==> src/rtl/dot_job_scheduler.sv <==
// Round-robin job scheduler sharing one dot-product engine between NUM_REQ requesters.
// One job in flight: grant, start pulse, wait for reading/writer done (with timeout), completion pulse.
module dot_job_scheduler #(
   parameter int NUM_REQ         = 2,
   parameter int ADDR_WIDTH      = 5,
   parameter int MEM3_ADDR_WIDTH = 4,
   parameter int TIMEOUT_CYCLES  = 256
) (
   input  logic                          clk_i,
   input  logic                          rst_i,
   input  logic [NUM_REQ-1:0]            req_valid_i,
   input  logic [NUM_REQ*ADDR_WIDTH-1:0] req_base_i,
   output logic [NUM_REQ-1:0]            req_ready_o,
   output logic                          eng_start_o,
   output logic [ADDR_WIDTH-1:0]         eng_base_o,
   output logic [MEM3_ADDR_WIDTH-1:0]    eng_slot_o,
   input  logic                          eng_reading_done_i,
   input  logic                          eng_writer_done_i,
   output logic [NUM_REQ-1:0]            cpl_valid_o,
   output logic [MEM3_ADDR_WIDTH-1:0]    cpl_slot_o,
   output logic                          cpl_error_o,
   output logic                          busy_o
);

   localparam int IDX_W = (NUM_REQ > 1) ? $clog2(NUM_REQ) : 1;
   localparam int TO_W  = $clog2(TIMEOUT_CYCLES + 1);
   localparam logic [TO_W-1:0]  TO_LIMIT = TO_W'(TIMEOUT_CYCLES - 1);
   localparam logic [IDX_W-1:0] LAST_IDX = IDX_W'(NUM_REQ - 1);

   typedef enum logic [2:0] {
      IDLE,
      START,
      WAIT_READ,
      WAIT_WRITE,
      COMPLETE
   } state_t;

   state_t                     state_q, state_d;
   logic [IDX_W-1:0]           lastGrant_q, lastGrant_d;
   logic [IDX_W-1:0]           owner_q, owner_d;
   logic [ADDR_WIDTH-1:0]      base_q, base_d;
   logic [MEM3_ADDR_WIDTH-1:0] slot_q, slot_d;
   logic [TO_W-1:0]            timeout_q, timeout_d;
   logic                       err_q, err_d;

   logic                       engStart_q;
   logic [NUM_REQ-1:0]         cplValid_q, cplValid_d;
   logic [MEM3_ADDR_WIDTH-1:0] cplSlot_q;
   logic                       cplError_q;
   logic                       busy_q;

   logic [IDX_W-1:0]           cand;
   logic [IDX_W-1:0]           grantIdx;
   logic                       grantFound;

   // Search starts just after the last winner and wraps, so the first hit is the fair choice.
   always_comb begin
      cand       = lastGrant_q;
      grantIdx   = '0;
      grantFound = 1'b0;
      for (int k = 0; k < NUM_REQ; k++) begin
         if (cand == LAST_IDX) begin
            cand = '0;
         end else begin
            cand = cand + 1'b1;
         end
         if (!grantFound && req_valid_i[cand]) begin
            grantFound = 1'b1;
            grantIdx   = cand;
         end
      end
   end

   always_comb begin
      for (int i = 0; i < NUM_REQ; i++) begin
         req_ready_o[i] = (state_q == IDLE) && grantFound && (grantIdx == IDX_W'(i));
      end
   end

   always_comb begin
      state_d     = state_q;
      lastGrant_d = lastGrant_q;
      owner_d     = owner_q;
      base_d      = base_q;
      slot_d      = slot_q;
      timeout_d   = timeout_q;
      err_d       = err_q;
      case (state_q)
         IDLE: begin
            if (grantFound) begin
               owner_d     = grantIdx;
               lastGrant_d = grantIdx;
               base_d      = req_base_i[grantIdx*ADDR_WIDTH +: ADDR_WIDTH];
               state_d     = START;
            end
         end
         START: begin
            timeout_d = '0;
            err_d     = 1'b0;
            state_d   = WAIT_READ;
         end
         WAIT_READ: begin
            timeout_d = timeout_q + 1'b1;
            if (eng_reading_done_i && eng_writer_done_i) begin
               state_d = COMPLETE;
            end else if (eng_reading_done_i) begin
               state_d = WAIT_WRITE;
            end else if (timeout_q == TO_LIMIT) begin
               err_d   = 1'b1;
               state_d = COMPLETE;
            end
         end
         WAIT_WRITE: begin
            timeout_d = timeout_q + 1'b1;
            if (eng_writer_done_i) begin
               state_d = COMPLETE;
            end else if (timeout_q == TO_LIMIT) begin
               err_d   = 1'b1;
               state_d = COMPLETE;
            end
         end
         COMPLETE: begin
            // A timed-out job leaves its slot free for the next job.
            if (!err_q) begin
               slot_d = slot_q + 1'b1;
            end
            state_d = IDLE;
         end
         default: begin
            state_d = IDLE;
         end
      endcase
   end

   always_comb begin
      for (int i = 0; i < NUM_REQ; i++) begin
         cplValid_d[i] = (state_d == COMPLETE) && (owner_d == IDX_W'(i));
      end
   end

   // Outputs are registered from the next-state decode so they line up with the state they describe.
   always_ff @(posedge clk_i) begin
      if (rst_i) begin
         state_q     <= IDLE;
         lastGrant_q <= LAST_IDX;
         owner_q     <= '0;
         base_q      <= '0;
         slot_q      <= '0;
         timeout_q   <= '0;
         err_q       <= 1'b0;
         engStart_q  <= 1'b0;
         cplValid_q  <= '0;
         cplSlot_q   <= '0;
         cplError_q  <= 1'b0;
         busy_q      <= 1'b0;
      end else begin
         state_q     <= state_d;
         lastGrant_q <= lastGrant_d;
         owner_q     <= owner_d;
         base_q      <= base_d;
         slot_q      <= slot_d;
         timeout_q   <= timeout_d;
         err_q       <= err_d;
         engStart_q  <= (state_d == START);
         cplValid_q  <= cplValid_d;
         cplError_q  <= (state_d == COMPLETE) && err_d;
         busy_q      <= (state_d != IDLE);
         if (state_d == COMPLETE) begin
            cplSlot_q <= slot_q;
         end
      end
   end

   assign eng_start_o = engStart_q;
   assign eng_base_o  = base_q;
   assign eng_slot_o  = slot_q;
   assign cpl_valid_o = cplValid_q;
   assign cpl_slot_o  = cplSlot_q;
   assign cpl_error_o = cplError_q;
   assign busy_o      = busy_q;

endmodule

==> config.mk <==
export PLATFORM = sky130hd
export DESIGN_NAME = dot_job_scheduler
export DESIGN_NICKNAME = d
export VERILOG_FILES = /design/src/rtl/dot_job_scheduler.sv
export SDC_FILE = /design/constraint.sdc
export NUM_CORES = 1
export LEC_CHECK = 0
export ABC_AREA = 1
export BUFFER_PORTS_ARGS = -buffer_cell sky130_fd_sc_hd__buf_2
export CAP_MARGIN = 15
export CORE_MARGIN = 3
export CORE_UTILIZATION = 47
export DETAILED_ROUTE_END_ITERATION = 12
export GPL_ROUTABILITY_DRIVEN = 0
export PLACE_DENSITY_LB_ADDON = 0.12
export SLEW_MARGIN = 20
export SYNTH_ARGS = -nofsm -noshare
export SYNTH_HDL_FRONTEND = slang
export SYNTH_SLANG_ARGS = --single-unit
==> constraint.sdc <==
create_clock -name clk_i -period 1.71 [get_ports clk_i]
set_input_delay 0.342 -clock clk_i [delete_from_list [all_inputs] [get_ports clk_i]]
set_output_delay 0.342 -clock clk_i [all_outputs]
set_load 0.005 [all_outputs]
==> results of run 1 <==
-- metrics by stage --
step | utilization, % | power, W | hold WS [ns] | setup TNS (ns) | cell area [sq um]
CTS | 64.9 | 0.00155 | 0.198 | -0.279 | 1870
global route | 68.6 | 0.00171 | 0.181 | -1.49 | 1970
global placement | 61.0 | 0.00113 | 0.445 | -0.00691 | 1750
finish | 68.6 | 0.00161 | 0.200 | -0.277 | 1970
detailed placement | 61.0 | 0.00113 | 0.454 | -0.270 | 1750
floorplan | - | 0.00103 | 0.429 | 0 | 1480
-- how the worst max path moves through the flow --
stage	from	to	slack (ns)	depth (start not counted)
5_1_grt	timeout_q[0]$_SDFFE_PP0N_	cpl_slot_o[1]$_SDFFE_PP0N_	-0.19	13
3_5_place_dp	timeout_q[0]$_SDFFE_PP0N_	cpl_slot_o[3]$_SDFFE_PP0N_	-0.06	13
4_1_cts	timeout_q[1]$_SDFFE_PP0N_	cpl_slot_o[0]$_SDFFE_PP0N_	-0.08	13
3_3_place_gp	timeout_q[0]$_SDFFE_PP0N_	cpl_slot_o[3]$_SDFFE_PP0N_	-0.003	13
2_1_floorplan	timeout_q[0]$_SDFFE_PP0N_	cpl_slot_o[1]$_SDFFE_PP0N_	0.02	13
6_report	timeout_q[0]$_SDFFE_PP0N_	cpl_slot_o[1]$_SDFFE_PP0N_	-0.07	13
-- what timing repair did --
action,in CTS,in global routing
buffers inserted,4,8
resized for setup,13,21
setup endpoints to repair,10,14
pin swaps,16,12
endpoints found under the hold margin,0,0
-- power by group through the flow --
stage / registers, W / logic (W) / clock network (W)
after detailed placement: 0.000858 / 0.000270 / 0
after CTS: 0.000844 / 0.000292 / 0.000418
after global placement: 0.000859 / 0.000269 / 0
final: 0.000843 / 0.000350 / 0.000413
after floorplan: 0.000861 / 0.000167 / 0
after global routing: 0.000852 / 0.000394 / 0.000469
-- placed cells by master, fill, tap and decap left out, types with 2 or more instances in the layout --
master / instances
nor2_4: 3
nor2_1: 21
dfxtp_1: 28
buf_2: 35
inv_1: 19
dfxtp_4: 3
clkbuf_1: 3
o21ai_2: 2
nand2_1: 65
or2_2: 2
a21oi_1: 18
o21ai_1: 2
o21ai_0: 11
nand4_1: 3
clkbuf_4: 5
buf_4: 20
dfxtp_2: 2
nand3_2: 2
nor2_2: 6
nand3_1: 10
inv_2: 4
nand2_2: 4
clkinv_4: 2
-- cells in the mapped netlist --
cell type	number	share of area [%]
nand2_1	68	17
dfxtp_1	33	45
nor2_1	26	6.6
inv_1	22	5.6
a21oi_1	18	6.1
o21ai_0	15	5.1
nand3_1	12	4.1
ha_1	3	2.5
inv_2	3	0.76
nand4_1	3	1.3
buf_2	2	0.68
nor2_2	2	0.85
nor2_4	2	1.5
or2_2	2	0.85
buf_1	1	0.25
nand2_2	1	0.42
nor3_1	1	0.34
nor3_2	1	0.68
xnor2_1	1	0.59
-- critical path: stages (launching register included) --
cell and delay, ns:
dfxtp_2 0.37, ha_4 0.14, nand3_2 0.06, nor2_1 0.10
nand3_1 0.09, nor2_1 0.11, ha_2 0.18, inv_2 0.05
o21ai_2 0.12, nand2_1 0.08, nand2_2 0.12, clkinv_4 0.11
nor2_2 0.10, nor2_1 0.05
-- flip-flops by register name, summed over array words and instances, names as in the netlist, 2 cells and up --
| register | cells |
|---|---|
| state_q | 3 |
| timeout_q | 9 |
| cpl_slot_o | 4 |
| cpl_valid_o | 2 |
| eng_base_o | 5 |
| eng_slot_o | 4 |
-- final cells by class --
type | count | area (sq um) | share of cell area (%)
Inverter | 25 | 104 | 5.26
Tap cell | 42 | 52.6 | 2.66
Sequential cell | 33 | 674 | 34.2
Timing Repair Buffer | 55 | 325 | 16.5
Clock buffer | 8 | 48.8 | 2.47
Multi-Input combinational cell | 155 | 769 | 39.0
-- metal layers --
metal	vias to the layer above	global-route usage [%]
met2	28	28.2
met4	0	6.63
li1	804	-
met1	678	23.2
met3	4	6.13
met5	-	0
-- kinds of logic after synthesis --
group                    Yosys count  share of synthesized area, %
AND/OR/NAND/NOR                  118                          33.8
AO/OA/AOI/OAI                     33                          11.2
flip-flops                        33                          44.6
buffers and inverters             28                          7.27
adder cells (fa/ha/maj)            3                          2.54
XOR/XNOR                           1                         0.592
==> results.cfg, run 1 <==
[finish]
fillers = 245
areaGrowthSynthToFinish_pct = 33.4
antennaDiodeCount = 0
finalNonFillerCells = 318
final_nets = 294
drive_gt1_share_pct = 33.7

[synth]
ys_ff_latch = 33
yosysWarnings = 0
syn_inst = 216
synth.distinct_cells = 19
synth_area_sq_mm = 0.00148
synth_area_per_cell_sq_um = 6.85
synth_fp_nets = 235
seq_area_frac_synth_pct = 44.6

[power]
ir_drop_uv = 479
power_density_mw_per_mm2 = 814
total_leakage_power_nw = 0.926
swShare_pct = 29.3
p_switching_w = 0.000470
p_int_w = 0.00114
power_frac_clock_pct = 25.7
power_frac_seq_pct = 52.5
comb_power_share_pct = 21.8

[critical_path]
cp.required_ns = 1.95
rr_worst_depth = 13
r2r_end = cpl_slot_o[1]$_SDFFE_PP0N_
cp.arrival_ns = 2.02
r2r-start = timeout_q[0]$_SDFFE_PP0N_
rrSetupSlack_ns = -0.07
cp-start-kind = register
cp_max_fo = 8
criticalPathCategory = reg -> reg
end_kind = register

[placement]
hpwl_um = 2250
dp_cells = 298
io_buffers = 35
post-place-ws_ns = -0.0635

[detailed_routing]
detail_route.wl_per_cell_um = 10.7
dr.first_iter.drc_count = 68
vias_per_cell = 4.76
met1_length_um = 1630
drcViolationCount = 0
wirelength_um = 3410
via_count = 1514
wl_met2_um = 1600
ant_nets = 0
dr_wl_met3_um = 130
dr.pass1.iters = 4
highest_layer = met4

[cts]
htreeDepth = 2
cts_buffers = 5
cts-hold-fix-buffers = 0
clock_sinks = 33
clk-insertion-delay-late_ns = 0.33
cts_tree = yes
clock-root-buffer = clkbuf_4
clk_path_buf_depth = 2
clkTransAtPathRegs_ns = 0.10

[run]
drv_cap = 0

[sta]
hold_viol = 0
layout_min_cycle_time_ns = 1.78
relSlewSlack_pct = 73.3
finalCritPeriodShare_pct = 104
tightest_slew_ns = 0.399
maxSlewViolCount = 0
finalWorstSetupSlack_ns = -0.0709
skew_ns = 0.00802
rsz0062_at_grt = true
setup_viol = 5
max_freq_mhz = 562

[die]
start_util_pct = 51.5
std_cell_rows = 19
core-area_sq_mm = 0.00288
die_h_um = 62.1
die_area_sq_mm = 0.00386
die_w_um = 62.1
boundaryPins = 36

[min_path]
hp-start = rst_i
hold-path-endpoint = eng_base_o[4]$_SDFFE_PP0P_
worstHoldPathCells = 2
hp-class = in -> reg

[outcome]
violations = negative setup slack
outcome = finished, violations left

[global_route]
grt_overflow = 0
grt_pass1_vias = 1332
grt_max_degree = 17
antenna_found_initial = 0
grt_pass1_wl_um = 5690
grtUsageTotal_pct = 18.1
(Power assumes the default switching activity.)
==> inputs of run 2 (changes only) <==
--- a/config.mk
+++ b/config.mk
@@ -8,8 +8,10 @@
 export ABC_AREA = 1
 export BUFFER_PORTS_ARGS = -buffer_cell sky130_fd_sc_hd__buf_2
 export CAP_MARGIN = 15
+export CELL_PAD_IN_SITES_DETAIL_PLACEMENT = 0
+export CELL_PAD_IN_SITES_GLOBAL_PLACEMENT = 2
 export CORE_MARGIN = 3
-export CORE_UTILIZATION = 47
+export CORE_UTILIZATION = 25
 export DETAILED_ROUTE_END_ITERATION = 12
 export GPL_ROUTABILITY_DRIVEN = 0
 export PLACE_DENSITY_LB_ADDON = 0.12
==> run 2 against run 1 <==
The flow still finishes with violations (negative setup slack). Cell count up 7.9%. First-iteration DRC count fell by 34%. Routed wire length up 13%. Core utilization decreased by 32 points. Critical path depth stayed put. Combinational power is 8.6% lower. Count of clock-buffer cells in the layout shrank 3. Fmax up 4.0%. Design area is 3.9% higher. Via count is 1.3% lower. Non-clock buffer count decreased by 5. Largest power group unchanged.
==> results.cfg, run 2 (same netlist as run 1, synthesis figures left out) <==
[die]
die_w_um = 82.9
std_cell_rows = 27
boundaryPins = 36
die_h_um = 82.9
start_util_pct = 26.4
core-area_sq_mm = 0.00561
die_area_sq_mm = 0.00688

[cts]
clock-root-buffer = clkbuf_8
clock_sinks = 33
clk-insertion-delay-late_ns = 0.29
cts_buffers = 5
cts_tree = yes
clkTransAtPathRegs_ns = 0.07
clk_path_buf_depth = 2
htreeDepth = 2

[finish]
seqCellArea_sq_um = 666
largest-register = timeout_q
final_util_pct = 36.6
final_common_cell = nand2_1
multi_input_area_sq_um = 792
antennaDiodeCount = 0
layout_common_cells = nand2_1 (65), buf_2 (35), dfxtp_1 (29)
drive_gt1_share_pct = 33.6
largest_reg_flops = 9
fillers = 665
final_nets = 289
areaGrowthSynthToFinish_pct = 38.6

[critical_path]
crit_end = cpl_slot_o[2]$_SDFFE_PP0N_
cp.arrival_ns = 1.90
end_kind = register
cp.required_ns = 1.89
cp-start-kind = register
rr_worst_depth = 13
r2r-start = timeout_q[1]$_SDFFE_PP0N_
rrSetupSlack_ns = -0.003
cp_max_fo = 8
crit_chain = ha_4, nand3_4, nor2_4, nand3_2, nor2_2, ha_2, inv_2, o21ai_2, nand2_2, nand2_4, inv_6, nor2_1, nor2_1
cp_common_cell = nor2_1
slowest_delay_ns = 0.36
r2r_end = cpl_slot_o[2]$_SDFFE_PP0N_
crit_start = timeout_q[1]$_SDFFE_PP0N_
critPathSlowestCell = dfxtp_2
criticalPathCategory = reg -> reg

[sta]
rsz0062_at_grt = true
relSlewSlack_pct = 75.1
maxSlewViolCount = 0
skew_ns = 0.00848
tightest_slew_ns = 0.374
max_freq_mhz = 584
hold_viol = 0
setup_viol = 2
layout_min_cycle_time_ns = 1.71
finalWorstSetupSlack_ns = -0.00293
finalCritPeriodShare_pct = 100

[power]
p_int_w = 0.00138
swShare_pct = 27.8
comb_power_share_pct = 16.7
power_frac_clock_pct = 39.2
total_leakage_power_nw = 0.933
power_frac_seq_pct = 44.1
p_total_w = 0.00191
ir_drop_uv = 383
p_switching_w = 0.000532
power_density_mw_per_mm2 = 933

[global_route]
antenna_found_initial = 0
grt_pass1_wl_um = 6600
grt_pass1_vias = 1484
grt_max_degree = 19
grtUsageTotal_pct = 11.8
grt_overflow = 0

[outcome]
outcome = finished, violations left
violations = negative setup slack

[detailed_routing]
via_count = 1494
detail_route.wl_per_cell_um = 11.2
wirelength_um = 3860
dr.pass1.iters = 4
ant_nets = 0
dr.first_iter.drc_count = 45
vias_per_cell = 4.36
drcViolationCount = 0

[placement]
io_buffers = 35
post-place-ws_ns = -0.210
hpwl_um = 2810

[min_path]
hp-class = in -> reg

[run]
drv_cap = 0
[run 2: changes by cell type in the layout (fill, tap and decap cells not counted), sizes merged]
cell	change
buf	-5
bufinv	+1
clkbuf	-3
clkinv	-1
clkinvlp	+1
inv	+2
[run 2: metrics by stage]
step	std cells	area (sq um)	hold WS (ns)	setup TNS [ns]
final	343	2050	0.390	-0.00537
after global routing	343	2050	0.414	-1.10
after CTS	343	2000	0.382	-0.509
after detailed placement	333	1830	0.455	-1.46
after global placement	333	1830	0.451	-0.832
after floorplan	216	1480	0.429	0
[run 2: per-layer routing]
layer	global-route usage [%]	vias up	share of wire (%)
met2	19.2	21	48
met3	3.17	5	3.9
met5	0	-	0
li1	-	790	-
met1	15.0	678	47
met4	4.46	0	1.1
[run 2: how the worst min path moves through the flow]
| stage | startpoint | endpoint | slack, ns | depth (start not counted) |
|---|---|---|---|---|
| after floorplan | lastGrant_q$_SDFFE_PP1P_ | lastGrant_q$_SDFFE_PP1P_ | 0.43 | 2 |
| after global placement | lastGrant_q$_SDFFE_PP1P_ | lastGrant_q$_SDFFE_PP1P_ | 0.45 | 2 |
| after detailed placement | lastGrant_q$_SDFFE_PP1P_ | lastGrant_q$_SDFFE_PP1P_ | 0.46 | 2 |
| after CTS | req_base_i[8] | eng_base_o[3]$_SDFFE_PP0P_ | 0.38 | 5 |
| after global routing | req_base_i[3] | eng_base_o[3]$_SDFFE_PP0P_ | 0.41 | 5 |
| final | req_base_i[8] | eng_base_o[3]$_SDFFE_PP0P_ | 0.39 | 5 |
[run 2: layout make-up]
type	count	area share, %
timing repair buffer	50	14.0
inverter	25	4.94
sequential	33	32.4
tap	72	4.39
clock buffer	5	3.35
clock inverter	3	2.26
multi-input combinational	155	38.6
[run 2: worst max-delay path, delay by kind of cell (launching register included)]
kind                     cells  cell delay (ns)
AND/OR/NAND/NOR              8             0.65
buffers and inverters        2             0.11
adder cells (fa/ha/maj)      2             0.33
flip-flops                   1             0.36
AO/OA/AOI/OAI                1             0.16
[run 2: power by group through the flow]
stage | Sequential, W | Combinational [W] | Clock (W)
2_1_floorplan | 0.000861 | 0.000167 | 0
3_3_place_gp | 0.000860 | 0.000309 | 0
3_5_place_dp | 0.000860 | 0.000303 | 0
4_1_cts | 0.000845 | 0.000314 | 0.000784
5_1_grt | 0.000851 | 0.000368 | 0.000810
6_report | 0.000845 | 0.000320 | 0.000750
[run 2: what timing repair did]
action / 4_1_cts / 5_1_grt
hold buffers: 0 / 0
resized for setup: 15 / 16
endpoints found under the setup margin: 11 / 15
setup buffers: 3 / 0
pin swaps: 13 / 11
==> inputs of run 3 (changes only) <==
--- a/config.mk
+++ b/config.mk
@@ -10,6 +10,7 @@
 export CAP_MARGIN = 15
 export CELL_PAD_IN_SITES_DETAIL_PLACEMENT = 0
 export CELL_PAD_IN_SITES_GLOBAL_PLACEMENT = 2
+export CORE_ASPECT_RATIO = 0.5
 export CORE_MARGIN = 3
 export CORE_UTILIZATION = 25
 export DETAILED_ROUTE_END_ITERATION = 12
==> constraint.sdc (replaced) <==
create_clock -name clk_i -period 1.71 [get_ports clk_i]
set_input_delay 0.342 -clock clk_i [delete_from_list [all_inputs] [get_ports clk_i]]
set_output_delay 0.342 -clock clk_i [all_outputs]
set_load 0.05 [all_outputs]
==> run 3 against run 2 <==
The flow still finishes with violations (negative setup slack). Non-clock buffer count up 1. First-iteration DRC count up 13%. Via count up 0.33%. Design area up 1.8%. Combinational power up 40%. Register-to-register slack worse by 0.05 ns. Worst hold slack worse by 0.019 ns. Global-route usage up 0.70 points. Die area up 0.82%. Clock skew down 0.0053 ns. Fmax down 2.7%. Critical endpoint is now cpl_slot_o[1]$_SDFFE_PP0N_. Largest cell class unchanged. Highest routed layer unchanged.
==> results.cfg, run 3 (same netlist as run 1, synthesis figures left out) <==
[cts]
clock_sinks = 33
clk_path_buf_depth = 2
clkTransAtPathRegs_ns = 0.05
clock-root-buffer = clkbuf_16
htreeDepth = 2
cts_buffers = 5
clk-insertion-delay-late_ns = 0.27
cts_tree = yes

[sta]
finalWorstSetupSlack_ns = -0.0505
relSlewSlack_pct = 73.2
max_freq_mhz = 568
tightest_slew_ns = 0.401
rsz0062_at_grt = true
layout_min_cycle_time_ns = 1.76
skew_ns = 0.00314
hold-worst-slack_ns = 0.371
finalCritPeriodShare_pct = 103
hold_viol = 0
maxSlewViolCount = 0
setup_viol = 6
fin_tns_setup_ns = -0.228

[outcome]
outcome = finished, violations left
violations = negative setup slack

[min_path]
hp-start = rst_i
hp-class = in -> reg

[power]
power_density_mw_per_mm2 = 1100
ir_drop_uv = 371
total_leakage_power_nw = 0.964

[critical_path]
cp_max_fo = 8
end_kind = register
cp.required_ns = 1.88
crit_start = timeout_q[1]$_SDFFE_PP0N_
cp-start-kind = register
criticalPathCategory = reg -> reg
cp.arrival_ns = 1.93
r2r-start = timeout_q[1]$_SDFFE_PP0N_

[placement]
hpwl_um = 2940
dp_cells = 335
dpl-instance-area_sq_mm = 0.00184
io_buffers = 35

[finish]
stdcell_area_sq_mm = 0.00209
largest_reg_flops = 9
layout_common_cells = nand2_1 (66), buf_2 (33), dfxtp_1 (30)
finalNonFillerCells = 344
areaGrowthSynthToFinish_pct = 41.1
final_common_cell = nand2_1
drive_gt1_share_pct = 32.1
final_util_pct = 37.2
final_nets = 290
largest-register = timeout_q
antennaDiodeCount = 0

[detailed_routing]
drcViolationCount = 0
dr.pass1.iters = 5
dr.first_iter.drc_count = 51
detail_route.wl_per_cell_um = 11.8
via_count = 1499
ant_nets = 0
wirelength_um = 4040
vias_per_cell = 4.36

[die]
boundaryPins = 36
die_area_sq_mm = 0.00694
std_cell_rows = 19
start_util_pct = 26.4
die_h_um = 60.4
core-area_sq_mm = 0.00561
die_w_um = 115

[global_route]
antenna_found_initial = 0
grt_max_degree = 14
grt_overflow = 0
grt_pass1_vias = 1430
grtUsageTotal_pct = 12.5
grt_pass1_wl_um = 6660

[run]
drv_cap = 0
[run 3: changes by cell type in the layout (fill, tap and decap cells not counted), moves of 2 or more]
cell	previous run	this run
buf_2	35	33
clkbuf_8	5	0
buf_6	0	2
nand3_1	9	11
clkbuf_16	0	5
[run 3: stage by stage]
step,power [W],worst slack [ns]
2_1_floorplan,0.00115,0.0133
3_3_place_gp,0.00129,-0.0425
3_5_place_dp,0.00129,-0.130
4_1_cts,0.00233,-0.106
5_1_grt,0.00242,-0.224
6_report,0.00230,-0.0505
[run 3: worst paths after layout]
check	endpoint	slack, ns	depth (start not counted)
max	cpl_slot_o[1]$_SDFFE_PP0N_	-0.05	13
min	timeout_q[8]$_SDFFE_PP0N_	0.37	2
max reg2reg	cpl_slot_o[1]$_SDFFE_PP0N_	-0.05	13
min reg2reg	eng_base_o[2]$_SDFFE_PP0P_	0.46	2
[run 3: per-layer routing]
| layer | global-route usage [%] | vias to the layer above | wire (um) |
|---|---|---|---|
| li1 | - | 788 | - |
| met1 | 15.9 | 681 | 1980 |
| met2 | 20.6 | 26 | 1840 |
| met3 | 4.38 | 4 | 185 |
| met4 | 3.85 | 0 | 35 |
| met5 | 0 | - | 0 |
[run 3: what timing repair did]
item,in CTS,in global routing
pin swaps,11,8
gates resized for setup,17,10
hold buffers,0,0
setup buffers,1,1
endpoints found under the setup margin,11,15
[run 3: power breakdown]
group | switching [W] | internal, W
combinational | 0.000310 | 0.000137
clock | 0.000325 | 0.000676
sequential | 0.0000286 | 0.000819
total | 0.000664 | 0.00163
[run 3: cell type report]
class | instances | area, sq um
clock buffers | 5 | 125
clock inverters | 2 | 35.0
fillers | 602 | 3520
inverters | 25 | 98.8
multi-input cells | 155 | 766
flip-flops and latches | 33 | 664
well taps | 73 | 91.3
repair buffers | 51 | 308
[run 3: worst max-delay path, cell delays in order, from the launching register on]
cell and delay, ns:
dfxtp_2 0.35, ha_4 0.14, nand3_2 0.08, nor2_1 0.09
nand3_1 0.10, nor2_2 0.10, ha_2 0.18, inv_2 0.05
o21ai_2 0.12, nand2_1 0.08, nand2_2 0.12, clkinv_4 0.11
nor2_2 0.08, nor2_1 0.04
